==> src/rtl/pwm_pkg.sv <==
// Shared constants for the PWM family: mode encodings, logic levels and
// the counter direction used by the center-aligned sweep.
package pwm_pkg;

  localparam logic PWM_EDGE   = 1'b0;
  localparam logic PWM_CENTER = 1'b1;

  localparam logic ON   = 1'b1;
  localparam logic OFF  = 1'b0;
  localparam logic HIGH = 1'b1;
  localparam logic LOW  = 1'b0;

  typedef enum logic {
    DIR_UP   = 1'b0,
    DIR_DOWN = 1'b1
  } pwm_dir_e;

endpackage

==> src/rtl/pwm_cmp_ch.sv <==
// One PWM compare channel: active duty/enable registers, counter compare
// and the registered polarity-adjusted output.
module pwm_cmp_ch
  import pwm_pkg::*;
#(
  parameter int pWIDTH = 16
) (
  input  logic              clk,
  input  logic              rst_n,
  input  logic              i_apply,
  input  logic [pWIDTH-1:0] i_duty_src,
  input  logic              i_ch_en_src,
  input  logic [pWIDTH-1:0] i_cnt,
  input  logic              i_run,
  input  logic              i_pol,
  output logic              o_wave
);

  logic [pWIDTH-1:0] r_duty_a;
  logic              r_ch_en_a;
  logic              r_wave;
  logic              w_act;

  // A stopped counter forces every channel inactive, leaving only polarity.
  assign w_act = (i_run == ON) && (r_ch_en_a == ON) && (i_cnt < r_duty_a);

  always_ff @(posedge clk or negedge rst_n) begin
    if (!rst_n) begin
      r_duty_a  <= '0;
      r_ch_en_a <= OFF;
      r_wave    <= LOW;
    end else begin
      if (i_apply) begin
        r_duty_a  <= i_duty_src;
        r_ch_en_a <= i_ch_en_src;
      end
      r_wave <= w_act ^ i_pol;
    end
  end

  assign o_wave = r_wave;

endmodule

==> src/rtl/pwm_multi_ch.sv <==
// Multi-channel PWM: one shared edge/center-aligned counter feeding pCH
// compare channels, with period-boundary double buffering of the setup.
//
// dir      | meaning
// DIR_UP   | counting up (always, in edge mode)
// DIR_DOWN | center mode, sweeping back from P towards 0
module pwm_multi_ch
  import pwm_pkg::*;
#(
  parameter int pCH             = 4,
  parameter int pWIDTH          = 16,
  parameter int pDEFAULT_PERIOD = 1000
) (
  input  logic                  clk,
  input  logic                  rst_n,
  input  logic                  en,
  input  logic                  mode,
  input  logic [pWIDTH-1:0]     period,
  input  logic [pCH*pWIDTH-1:0] duty,
  input  logic [pCH-1:0]        ch_en,
  input  logic [pCH-1:0]        pol,
  input  logic                  load,
  output logic                  load_pend,
  output logic                  end_tick,
  output logic [pCH-1:0]        wave
);

  localparam logic [pWIDTH-1:0] lp_def_period = pWIDTH'(pDEFAULT_PERIOD);
  localparam logic [pWIDTH-1:0] lp_one        = pWIDTH'(1);

  logic [pWIDTH-1:0]     r_cnt;
  pwm_dir_e              r_dir;
  logic                  r_mode_a;
  logic [pWIDTH-1:0]     r_period_a;
  logic                  r_mode_p;
  logic [pWIDTH-1:0]     r_period_p;
  logic [pCH*pWIDTH-1:0] r_duty_p;
  logic [pCH-1:0]        r_ch_en_p;
  logic                  r_load_pend;
  logic                  r_end_tick;

  logic [pWIDTH-1:0]     w_per_eff;
  logic                  w_boundary;
  logic [pWIDTH-1:0]     w_cnt_nxt;
  pwm_dir_e              w_dir_nxt;
  logic                  w_apply;
  logic                  w_mode_src;
  logic [pWIDTH-1:0]     w_period_src;
  logic [pCH*pWIDTH-1:0] w_duty_src;
  logic [pCH-1:0]        w_ch_en_src;

  always_ff @(posedge clk or negedge rst_n) begin
    if (!rst_n) begin
      r_cnt <= '0;
      r_dir <= DIR_UP;
    end else begin
      r_cnt <= w_cnt_nxt;
      r_dir <= w_dir_nxt;
    end
  end

  // Center sweep turns down on the cycle that reaches P, so the boundary
  // (down at cnt==1) also covers the degenerate P=1 sequence 0,1,0,1.
  always_comb begin
    w_per_eff  = (r_period_a == '0) ? lp_one : r_period_a;
    w_cnt_nxt  = r_cnt;
    w_dir_nxt  = r_dir;
    if (r_mode_a == PWM_CENTER)
      w_boundary = (r_dir == DIR_DOWN) && (r_cnt == lp_one);
    else
      w_boundary = (r_cnt == w_per_eff - lp_one);

    if (!en || w_boundary) begin
      w_cnt_nxt = '0;
      w_dir_nxt = DIR_UP;
    end else if (r_mode_a == PWM_CENTER) begin
      if (r_dir == DIR_UP) begin
        w_cnt_nxt = r_cnt + lp_one;
        if (r_cnt + lp_one == w_per_eff)
          w_dir_nxt = DIR_DOWN;
      end else begin
        w_cnt_nxt = r_cnt - lp_one;
      end
    end else begin
      w_cnt_nxt = r_cnt + lp_one;
    end
  end

  // A load landing on the boundary (or while stopped) bypasses the pending copy.
  assign w_apply      = !en || (w_boundary && (load || r_load_pend));
  assign w_mode_src   = load ? mode   : r_mode_p;
  assign w_period_src = load ? period : r_period_p;
  assign w_duty_src   = load ? duty   : r_duty_p;
  assign w_ch_en_src  = load ? ch_en  : r_ch_en_p;

  always_ff @(posedge clk or negedge rst_n) begin
    if (!rst_n) begin
      r_mode_a    <= PWM_EDGE;
      r_period_a  <= lp_def_period;
      r_mode_p    <= PWM_EDGE;
      r_period_p  <= '0;
      r_duty_p    <= '0;
      r_ch_en_p   <= '0;
      r_load_pend <= 1'b0;
      r_end_tick  <= LOW;
    end else begin
      if (load) begin
        r_mode_p   <= mode;
        r_period_p <= period;
        r_duty_p   <= duty;
        r_ch_en_p  <= ch_en;
      end
      if (w_apply) begin
        r_mode_a   <= w_mode_src;
        r_period_a <= w_period_src;
      end
      if (!en || w_boundary)
        r_load_pend <= 1'b0;
      else if (load)
        r_load_pend <= 1'b1;
      r_end_tick <= en && w_boundary;
    end
  end

  for (genvar g = 0; g < pCH; g++) begin : g_ch
    pwm_cmp_ch #(
      .pWIDTH (pWIDTH)
    ) u_ch (
      .clk         (clk),
      .rst_n       (rst_n),
      .i_apply     (w_apply),
      .i_duty_src  (w_duty_src[g*pWIDTH +: pWIDTH]),
      .i_ch_en_src (w_ch_en_src[g]),
      .i_cnt       (r_cnt),
      .i_run       (en),
      .i_pol       (pol[g]),
      .o_wave      (wave[g])
    );
  end

  assign load_pend = r_load_pend;
  assign end_tick  = r_end_tick;

endmodule

==> config.mk <==
export PLATFORM = sky130hd
export DESIGN_NAME = pwm_multi_ch
export DESIGN_NICKNAME = d
export VERILOG_FILES = /design/src/rtl/pwm_pkg.sv /design/src/rtl/pwm_cmp_ch.sv /design/src/rtl/pwm_multi_ch.sv
export SDC_FILE = /design/constraint.sdc
export NUM_CORES = 1
export LEC_CHECK = 0
export CAP_MARGIN = 20
export CORE_ASPECT_RATIO = 0.6
export CORE_MARGIN = 5
export CORE_UTILIZATION = 62
export CTS_BUF_LIST = sky130_fd_sc_hd__clkbuf_8 sky130_fd_sc_hd__clkbuf_16
export DETAILED_ROUTE_END_ITERATION = 16
export GPL_ROUTABILITY_DRIVEN = 0
export GPL_TIMING_DRIVEN = 0
export PLACE_DENSITY = 0.9
export SETUP_SLACK_MARGIN = 0.3
export SYNTH_ARGS = -nofsm -noshare
export SYNTH_HDL_FRONTEND = slang
export SYNTH_SLANG_ARGS = --single-unit
==> constraint.sdc <==
create_clock -name clk -period 7.05 [get_ports clk]
set_input_delay 2.115 -clock clk [delete_from_list [all_inputs] [get_ports clk]]
set_output_delay 2.115 -clock clk [all_outputs]
set_load 0.03 [all_outputs]
==> results.sh <==
export IMPL_status="finished, final reports clean"
export IMPL_io_buffers=97
export IMPL_numCtsBuffers=17
export IMPL_cts_sinks=193
export IMPL_wl_um=24290
export IMPL_ys_warn_count=0
export IMPL_die_x_um=174.3
export IMPL_clkLatencyLatePin_ns=0.44
export IMPL_grt_pass1_wl_um=38770
export IMPL_r2r_slack_ns=2.42
export IMPL_clk_pin_slew_ns=0.07
export IMPL_io_pins=99
export IMPL_worst_slew_pin_slew_ns=0.9642
export IMPL_setup_viol=0
export IMPL_final_cell_mix="dfrtp_1 (187), mux2_2 (124), clkdlybuf4s50_1 (96)"
export IMPL_nets=1124
export IMPL_initial_core_util=0.6244
export IMPL_grt_max_degree=102
export IMPL_synth_top_area_share=0.4660
export IMPL_async_flop_share=1.000
export IMPL_drtPass1Iterations=6
export IMPL_drive_gt1_frac=0.1890
export IMPL_dp_hpwl_um=17080
export IMPL_post_cts_buffers=0
export IMPL_cts_tree="built"
export IMPL_crit_arrival_ns=4.94
export IMPL_drtAntennaViolNets=0
export IMPL_area_growth_pct=18.70
export IMPL_layout_commonest_cell="dfrtp_1"
export IMPL_startpoint="r_period_a[9]"
export IMPL_synthCells=850
export IMPL_dp_slack_ns=2.536
export IMPL_skew_ns=0.01401
export IMPL_min_path_type="reg -> reg"
export IMPL_grt_ovfl_total=0
export IMPL_syn_avg_cell_area_sq_um=11.81
export IMPL_die_h_um=108.6
export IMPL_dp_cells=1157
export IMPL_yosysTopAreaCell="dfrtp_1"
export IMPL_die_area_sq_um=18920
export IMPL_ys_top_cells_by_area="dfrtp_1 (47%), mux2_2 (14%), ha_1 (8.0%), mux2_1 (5.6%), xnor2_1 (2.6%)"
export IMPL_synthFlopType="dfrtp_1"
export IMPL_p_per_area_nw_per_um2=235.8
export IMPL_ir_worst_vdd_uv=152.0
export IMPL_synth_seq_area_share=0.4817
export IMPL_via_count=7118
export IMPL_setup_tns_ns=0
export IMPL_num_antenna_cells=0
export IMPL_cap_violations=0
export IMPL_layout_min_cycle_time_ns=4.630
export IMPL_finalHoldViolCount=0
export IMPL_cts_root_buffer="clkbuf_16"
export IMPL_leakage_nw=5.396
export IMPL_finalCritPeriodShare=0.6568
export IMPL_maxSlewViolCount=0
export IMPL_crit_path_max_fanout=10
export IMPL_wire_per_inst_um=20.45
export IMPL_hold_slack_ns=0.4909
export IMPL_grt_use_total=0.2633
export IMPL_crit_path_start_kind="flip-flop"
export IMPL_drt_iter0_markers=711
export IMPL_power_total_w=0.002810
export IMPL_fin_ws_ns=2.420
export IMPL_holdBufCountCts=0
export IMPL_rows=36
export IMPL_worstPathRequired_ns=7.36
export IMPL_rsz0062_at_grt="no"
export IMPL_viasPerCell=5.992
export IMPL_syn_nets=1007
export IMPL_fin_cells=1188
export IMPL_reg2regPathDepth=15
export IMPL_maxSlewHeadroom=0.3572
export IMPL_crit_path_end_kind="flip-flop"
export IMPL_max_freq_mhz=216.0
export IMPL_cts_resized=0
export IMPL_rr_endpoint="g_ch[2].u_ch.r_duty_a[5]"
export IMPL_drc_errors=0
export IMPL_crit_end="g_ch[2].u_ch.r_duty_a[5]"
export IMPL_clock_path_buffers=2
export IMPL_grt_pass1_vias=7361
export IMPL_core_area_sq_um=16080
export IMPL_ys_seq_elements=193
export IMPL_netlist_area_sq_um=10040
export IMPL_crit_type="reg -> reg"
export IMPL_ys_types=59
export IMPL_r2r_start="r_period_a[9]"
export IMPL_antenna_found_initial=0
export IMPL_htree_num_levels=4
export IMPL_synth_edff_count=0
-- flip-flops by register name (all words and copies together), names as in the netlist, 4 cells and up --
register,count
g_ch.u_ch.o_wave,4
g_ch.u_ch.r_ch_en_a,4
g_ch.u_ch.r_duty_a,64
r_ch_en_p,4
r_cnt,16
r_duty_p,64
r_period_a,16
r_period_p,16
-- worst min path at each step --
stage / slack, ns / to / startpoint / cells after the start
final: 0.49 / g_ch[3].u_ch.r_duty_a[10] / g_ch[3].u_ch.r_duty_a[10] / 1
after CTS: 0.49 / g_ch[3].u_ch.r_duty_a[10] / g_ch[3].u_ch.r_duty_a[10] / 1
after floorplan: 0.46 / g_ch[0].u_ch.r_duty_a[10] / g_ch[0].u_ch.r_duty_a[10] / 1
after global routing: 0.50 / g_ch[3].u_ch.r_duty_a[12] / g_ch[3].u_ch.r_duty_a[12] / 1
after global placement: 0.47 / g_ch[3].u_ch.r_duty_a[11] / g_ch[3].u_ch.r_duty_a[11] / 1
after detailed placement: 0.47 / g_ch[2].u_ch.r_duty_a[3] / g_ch[2].u_ch.r_duty_a[3] / 1
-- kinds of logic after synthesis --
| group | count (synthesis) | synth area share |
|---|---|---|
| and+or+nand+nor | 160 | 0.08685 |
| muxes | 177 | 0.1981 |
| buffers and inverters | 108 | 0.04723 |
| adders and majority gates | 64 | 0.07975 |
| DFF | 193 | 0.4817 |
| AOI/OAI and AO/OA | 101 | 0.06530 |
| xor gates and xnor gates | 47 | 0.04100 |
-- routing by layer --
layer	vias to the layer above	part of all wire	wire length (um)	GRT usage
li1	3224	-	-	-
met1	3583	0.44	10670	0.3629
met2	279	0.47	11320	0.4264
met3	32	0.083	2011	0.06324
met4	0	0.012	287	0.06663
met5	-	0	0	0
-- worst max-delay path: stages, from the launching register on --
cell and delay [ns]:
dfstp_2 0.52, clkbuf_1 0.27, nor4_2 0.17, and2_1 0.19
a21oi_1 0.25, ha_1 0.22, nor3b_2 0.49, nand3_1 0.21
or4_1 0.46, xnor2_1 0.24, and4_1 0.25, a41oi_1 0.17
o21ai_2 0.21, buf_4 0.27, buf_6 0.21, mux2_1 0.34
-- cells in the mapped netlist, types with 4 or more instances --
master and instances:
o21ai_0 19, nand4_1 10, nand3_1 14, nor3_1 14
mux2_1 50, buf_6 6, a21oi_1 26, xor2_1 17
xnor2_1 30, a21o_1 15, buf_2 4, nor2_1 41
dfstp_2 6, o22ai_1 5, nand2_1 30, and4_1 8
inv_1 68, nor2b_1 5, nand2b_1 5, o21a_1 4
dfrtp_1 187, ha_1 64, clkbuf_1 23, and4b_1 5
buf_4 5, mux2_2 124, nor4_1 4
-- metrics by stage --
| step | area [sq um] | util |
|---|---|---|
| floorplan | 10040 | - |
| global placement | 11270 | 0.7011 |
| detailed placement | 11310 | 0.7031 |
| CTS | 11920 | 0.7412 |
| global route | 11920 | 0.7412 |
| finish | 11920 | 0.7412 |
-- power breakdown --
part / switching (W) / internal, W / leakage (nW) / total, W
clock: 0.000441 / 0.000573 / 0.298 / 0.00101
sequential: 0.0000749 / 0.00124 / 2.29 / 0.00131
combinational: 0.000237 / 0.000247 / 2.81 / 0.000485
-- layout make-up --
type,instances,area [sq um]
clock inverters,13,173.9
repair buffers,98,1003
well taps,209,261.5
fillers,1034,4161
plain buffers,40,219.0
inverters,68,255.2
flip-flops and latches,193,4837
multi-input cells,549,4730
clock buffers,18,439.2
No activity file was read; power rests on OpenSTA's default activity.
